[config.mk]
export PLATFORM = sky130hd
export DESIGN_NAME = act_pingpong_mem
export DESIGN_NICKNAME = d
export VERILOG_FILES = /design/src/rtl/act_pingpong_mem.sv
export SDC_FILE = /design/constraint.sdc
export NUM_CORES = 2
export LEC_CHECK = 0
export BUFFER_PORTS_ARGS = -buffer_cell sky130_fd_sc_hd__clkbuf_2
export CAP_MARGIN = 20
export CORE_ASPECT_RATIO = 1.5
export CORE_MARGIN = 2
export CORE_UTILIZATION = 50
export CTS_CLUSTER_SIZE = 28
export DETAILED_ROUTE_END_ITERATION = 16
export PLACE_DENSITY = 0.65
export SKIP_LAST_GASP = 1
export SLEW_MARGIN = 30
export SYNTH_ARGS = -nofsm -noshare
export SYNTH_HDL_FRONTEND = slang
export SYNTH_SLANG_ARGS = --single-unit
[constraint.sdc]
create_clock -name clk -period 8.7 [get_ports clk]
set_input_delay 0.435 -clock clk [delete_from_list [all_inputs] [get_ports clk]]
set_output_delay 0.435 -clock clk [all_outputs]
set_load 0.01 [all_outputs]
[src/rtl/act_pingpong_mem.sv]
// Ping-pong activation store: producer fills one bank while consumer reads the other.
// Read latency 1 cycle; banks change hands via wr_commit / rd_release, wr_ready / rd_avail gate access.
module act_pingpong_mem #(
  parameter int DATA_W        = 32,
  parameter int DEPTH         = 64,
  parameter int ADDR_W        = 16,
  parameter int RELU_ON_WRITE = 0
) (
  input  logic              clk,
  input  logic              rst_n,
  input  logic              wr_en,
  input  logic [ADDR_W-1:0] wr_addr,
  input  logic [DATA_W-1:0] wr_data,
  input  logic              relu_en,
  input  logic              wr_commit,
  output logic              wr_ready,
  input  logic              rd_en,
  input  logic [ADDR_W-1:0] rd_addr,
  output logic [DATA_W-1:0] rd_data,
  output logic              rd_valid,
  input  logic              rd_release,
  output logic              rd_avail,
  output logic              wr_bank,
  output logic              rd_bank,
  output logic              err_oob,
  output logic              err_proto
);

  localparam int              IDX_W    = (DEPTH > 1) ? $clog2(DEPTH) : 1;
  localparam logic [ADDR_W:0] LP_DEPTH = (ADDR_W+1)'(DEPTH);

  logic [DATA_W-1:0] r_mem [2][DEPTH];
  logic [1:0]        r_full;
  logic              r_wr_bank;
  logic              r_rd_bank;
  logic [DATA_W-1:0] r_rd_data;
  logic              r_rd_valid;
  logic              r_err_oob;
  logic              r_err_proto;

  logic              w_wr_ready;
  logic              w_rd_avail;
  logic              w_wr_inb;
  logic              w_rd_inb;
  logic              w_wr_do;
  logic              w_rd_do;
  logic              w_commit;
  logic              w_release;
  logic              w_relu;
  logic [DATA_W-1:0] w_wr_val;
  logic [IDX_W-1:0]  w_wr_idx;
  logic [IDX_W-1:0]  w_rd_idx;
  logic [1:0]        w_full_nxt;
  logic              w_oob_evt;
  logic              w_proto_evt;

  assign w_wr_ready = ~r_full[r_wr_bank];
  assign w_rd_avail = r_full[r_rd_bank];
  assign w_wr_inb   = ({1'b0, wr_addr} < LP_DEPTH);
  assign w_rd_inb   = ({1'b0, rd_addr} < LP_DEPTH);
  assign w_wr_do    = wr_en & w_wr_ready & w_wr_inb;
  assign w_rd_do    = rd_en & w_rd_avail & w_rd_inb;
  assign w_commit   = wr_commit & w_wr_ready;
  assign w_release  = rd_release & w_rd_avail;
  assign w_wr_idx   = wr_addr[IDX_W-1:0];
  assign w_rd_idx   = rd_addr[IDX_W-1:0];

  assign w_relu   = (RELU_ON_WRITE != 0) & relu_en & wr_data[DATA_W-1];
  assign w_wr_val = w_relu ? '0 : wr_data;

  assign w_oob_evt   = (wr_en & ~w_wr_inb) | (rd_en & ~w_rd_inb);
  assign w_proto_evt = ((wr_en | wr_commit) & ~w_wr_ready) |
                       ((rd_en | rd_release) & ~w_rd_avail);

  // Commit only touches an empty flag and release only a full one, so both can apply at once.
  always_comb begin
    w_full_nxt = r_full;
    if (w_commit)  w_full_nxt[r_wr_bank] = 1'b1;
    if (w_release) w_full_nxt[r_rd_bank] = 1'b0;
  end

  always_ff @(posedge clk) begin
    if (w_wr_do) r_mem[r_wr_bank][w_wr_idx] <= w_wr_val;
  end

  always_ff @(posedge clk or negedge rst_n) begin
    if (!rst_n) begin
      r_full      <= 2'b00;
      r_wr_bank   <= 1'b0;
      r_rd_bank   <= 1'b0;
      r_rd_data   <= '0;
      r_rd_valid  <= 1'b0;
      r_err_oob   <= 1'b0;
      r_err_proto <= 1'b0;
    end else begin
      r_full     <= w_full_nxt;
      r_rd_valid <= w_rd_do;
      if (w_commit)    r_wr_bank   <= ~r_wr_bank;
      if (w_release)   r_rd_bank   <= ~r_rd_bank;
      if (w_rd_do)     r_rd_data   <= r_mem[r_rd_bank][w_rd_idx];
      if (w_oob_evt)   r_err_oob   <= 1'b1;
      if (w_proto_evt) r_err_proto <= 1'b1;
    end
  end

  assign wr_ready  = w_wr_ready;
  assign rd_avail  = w_rd_avail;
  assign rd_data   = r_rd_data;
  assign rd_valid  = r_rd_valid;
  assign wr_bank   = r_wr_bank;
  assign rd_bank   = r_rd_bank;
  assign err_oob   = r_err_oob;
  assign err_proto = r_err_proto;

endmodule

==> impl_metrics.prom <==
# TYPE chip_impl_metric gauge
chip_impl_metric{name="async_reset_ff_share",unit="%"} 0.943
chip_impl_info{name="setup.worst_path.start_class",value="flip-flop"} 1
chip_impl_metric{name="worst-path-max-fanout",unit=""} 41
chip_impl_metric{name="dpl_worst_slack",unit="ns"} 3.70
chip_impl_info{name="worst_path_dominant_cell_family",value="simple AND/OR/NAND/NOR gates"} 1
chip_impl_metric{name="die_x",unit="um"} 465
chip_impl_info{name="worstSetupPathType",value="flip-flop to flip-flop"} 1
chip_impl_metric{name="setup_viol",unit=""} 0
chip_impl_metric{name="cts_resizes",unit=""} 0
chip_impl_metric{name="port_buffers",unit=""} 108
chip_impl_info{name="crit_path_slowest_cell",value="sky130_fd_sc_hd__or2_4"} 1
chip_impl_metric{name="pin_count",unit=""} 110
chip_impl_metric{name="drt-pass1-iter-count",unit=""} 6
chip_impl_metric{name="cp_data_arrival_time",unit="ns"} 5.85
chip_impl_metric{name="clkLatencyLatePin",unit="ns"} 0.95
chip_impl_metric{name="seq_cell_area",unit="um2"} 124000
chip_impl_metric{name="routabilityCongestion",unit=""} 0.919
chip_impl_metric{name="grt_usage",unit="%"} 27.5
chip_impl_metric{name="via_per_inst",unit=""} 6.38
chip_impl_metric{name="timing.final.hold_violations",unit=""} 0
chip_impl_metric{name="globalRouteOverflowTotal",unit=""} 0
chip_impl_metric{name="finalNonFillerCells",unit=""} 12800
chip_impl_metric{name="number_of_storage_elements_in_the_synthesis_netlist",unit=""} 4135
chip_impl_info{name="synth_ff_type",value="sky130_fd_sc_hd__edfxtp_1"} 1
chip_impl_metric{name="dpl.cell_count",unit=""} 12100
chip_impl_metric{name="cp_slowest_stage_delay",unit="ns"} 0.80
chip_impl_metric{name="die_height",unit="um"} 696
chip_impl_info{name="cts_root_buffer",value="sky130_fd_sc_hd__clkbuf_16"} 1
chip_impl_metric{name="yosysSeqAreaShare",unit="%"} 77.7
chip_impl_info{name="path_cells",value="buf_4 -> or2_4 -> buf_4 -> o22ai_1 -> nor3_1 -> nor3_1 -> a32oi_1 -> o21ai_1"} 1
chip_impl_metric{name="number_of_nets_in_the_finished_design",unit=""} 8303
chip_impl_metric{name="die_area",unit="um2"} 324000
chip_impl_metric{name="netlist_area",unit="um2"} 160000
chip_impl_metric{name="flow.area_growth_from_synthesis",unit="%"} 12.4
chip_impl_metric{name="timing.setup.tns",unit="ns"} 0
chip_impl_metric{name="static_power_due_to_leakage",unit="nW"} 58.4
chip_impl_info{name="worstSetupEndpointType",value="flip-flop"} 1
chip_impl_info{name="cts_tree",value="yes"} 1
chip_impl_metric{name="clock_sinks",unit=""} 4135
chip_impl_metric{name="cts-root-to-sink-buffers",unit=""} 4
chip_impl_metric{name="timing.clock.skew",unit="ns"} 0.0617
chip_impl_metric{name="place_hpwl",unit="um"} 261000
chip_impl_metric{name="cap_violations",unit=""} 0
chip_impl_info{name="class_of_the_tightest_hold_or_removal_check",value="primary input to flip-flop"} 1
chip_impl_metric{name="final_core_util",unit="%"} 56.4
chip_impl_metric{name="cp_num_buf_inv",unit=""} 2
chip_impl_metric{name="fillerInstances",unit=""} 23500
chip_impl_metric{name="htree_levels",unit=""} 5
chip_impl_metric{name="holdWs",unit="ns"} 0.0739
chip_impl_metric{name="max_slew.worst_pin.slew",unit="ns"} 1.10
chip_impl_metric{name="post-route-period-util",unit="%"} 58.1
chip_impl_metric{name="routed-via-count",unit=""} 81600
chip_impl_metric{name="detailedRoute.firstIterationViolations",unit=""} 10200
chip_impl_metric{name="ratio_of_total_power_to_cell_area",unit="nW/um2"} 246
chip_impl_metric{name="cts_made_buffers",unit=""} 367
chip_impl_metric{name="coreArea",unit="um2"} 318000
chip_impl_metric{name="multi_input_area",unit="um2"} 34300
chip_impl_metric{name="post-route-worst-setup-slack",unit="ns"} 3.64
chip_impl_metric{name="layout_min_cycle_time",unit="ns"} 5.06
chip_impl_metric{name="post_drt_wl_per_cell",unit="um"} 35.3
chip_impl_metric{name="grt_start_max_net_pins",unit=""} 124
chip_impl_metric{name="highest_ir_drop_seen_on_vdd",unit="V"} 0.000450
chip_impl_metric{name="fmax",unit="GHz"} 0.198
chip_impl_metric{name="syn-num-nets",unit=""} 7976
chip_impl_metric{name="cts.clk_slew.worst_paths",unit="ns"} 0.07
chip_impl_metric{name="post-route-drc-count",unit=""} 0
chip_impl_metric{name="count_of_flip_flops_with_a_built_in_enable_after_synthesis",unit=""} 4096
chip_impl_metric{name="initial_antenna_violation_count",unit=""} 33
chip_impl_info{name="outcome",value="complete, no violations"} 1
chip_impl_metric{name="postSynthAreaPerCell",unit="um2"} 20.2
chip_impl_metric{name="first_pass_grt_wire_length",unit="um"} 622000
chip_impl_metric{name="drive_gt1_share",unit="%"} 20.3
chip_impl_metric{name="cp.required",unit="ns"} 9.49
chip_impl_metric{name="first_global_vias",unit=""} 81000
chip_impl_metric{name="timing.max_slew.rel_slack",unit="%"} 26.2
chip_impl_metric{name="timing.final.max_slew_violations",unit=""} 0
chip_impl_metric{name="antenna_violating_nets_post_route",unit=""} 0
chip_impl_metric{name="yosys_warnings",unit=""} 0
chip_impl_info{name="unrepaired_setup_endpoints_after_global_routing",value="no"} 1
chip_impl_metric{name="synthDistinctLibCells",unit=""} 48
chip_impl_metric{name="routed_wl",unit="um"} 451000
chip_impl_metric{name="core.rowCount",unit=""} 254
chip_impl_metric{name="initial_utilization",unit="%"} 50.1
chip_impl_metric{name="synthCells",unit=""} 7905
through the flow:
stage	cell area (um2)	power [mW]
floorplan	160000	26.6
global placement	166000	28.3
detailed placement	167000	28.4
CTS	179000	44.4
global route	179000	45.4
finish	179000	44.2
power by group:
part | leakage, nW | internal (mW) | switching [mW]
clock | 5.75 | 9.08 | 7.20
combinational | 15.3 | 2.39 | 3.60
sequential | 37.3 | 21.9 | 0.0657
logic make-up after synthesis:
logic type | count (synthesis) | share of synthesized area [%]
compound gates | 989 | 4.34
flops | 4135 | 77.7
simple gates | 699 | 1.94
buf+inv | 476 | 1.68
mux | 1606 | 14.4
layout make-up:
class	count	share of cell area, %
Antenna cell	36	0.0502
Clock buffer	467	5.42
Clock inverter	202	1.15
Inverter	8	0.0195
Multi-Input combinational cell	3294	19.1
Sequential cell	4135	69.1
Tap cell	4224	2.95
Timing Repair Buffer	426	2.18
sequential cells by signal, summed over array words and instances (netlist names):
name,count
r_mem,4096
rd_valid,1
r_full,2
wr_bank,1
err_oob,1
err_proto,1
rd_bank,1
rd_data,32
cells in the mapped netlist, drive strengths merged, types with 12 or more instances:
cell	n	area [um2]
nor2	252	948
clkbuf	181	679
mux2	27	304
nand3	12	60.1
nand2	198	743
a31oi	37	231
o32ai	21	184
a22oi	182	1370
a211oi	57	428
nor3	123	616
nor2b	18	113
mux4	548	12300
a31o	27	236
edfxtp	4096	123000
o211ai	49	368
o31ai	25	188
a21boi	27	203
o22ai	219	1370
o221ai	59	517
and2	72	450
dfrtp	39	976
a21oi	116	581
mux2i	1031	10300
o41ai	43	377
a221o	31	310
buf	287	1960
a32oi	21	184
o21ai	73	365
path summary, 6_finish.rpt:
| check | slack (ns) | end | from | cells past startpoint |
|---|---|---|---|---|
| hold / removal | 0.07 | r_mem[0][1088] | wr_data[0] | 1 |
| max in group asynchronous | 7.80 | rd_bank | rst_n | 3 |
| min in group asynchronous | 0.26 | err_oob | rst_n | 3 |
| hold reg to reg | 0.52 | err_proto | err_proto | 2 |
| setup reg to reg | 3.64 | rd_data[4] | rd_bank | 8 |
| setup / recovery | 3.64 | rd_data[4] | rd_bank | 8 |
layer usage:
metal	vias to the layer above	share of wire (%)	wire length, um	track usage, %
met4	12	8.1	36500	19.1
met3	897	8.3	37500	4.91
met2	4055	48	219000	44.7
met1	43300	35	158000	33.5
li1	33400	-	-	-
met5	-	0.015	68	0
cells in the final DEF, fill, tap and decap left out, types with 92 or more instances in the layout:
cell and instances:
sky130_fd_sc_hd__clkbuf_16 371, sky130_fd_sc_hd__a22oi_1 182, sky130_fd_sc_hd__mux2i_1 1029, sky130_fd_sc_hd__o22ai_1 219
sky130_fd_sc_hd__nor2_4 130, sky130_fd_sc_hd__nor3_1 92, sky130_fd_sc_hd__nand2_1 189, sky130_fd_sc_hd__mux4_2 548
sky130_fd_sc_hd__edfxtp_1 4096, sky130_fd_sc_hd__nor2_1 120, sky130_fd_sc_hd__buf_4 275, sky130_fd_sc_hd__a21oi_1 111
what timing repair did:
item / CTS / global route
hold buffers: 15 / 0
setup buffers: 0 / 0
endpoints found under the setup margin: 0 / 0
endpoints found under the hold margin: 215 / 0
(Power assumes the default switching activity.)
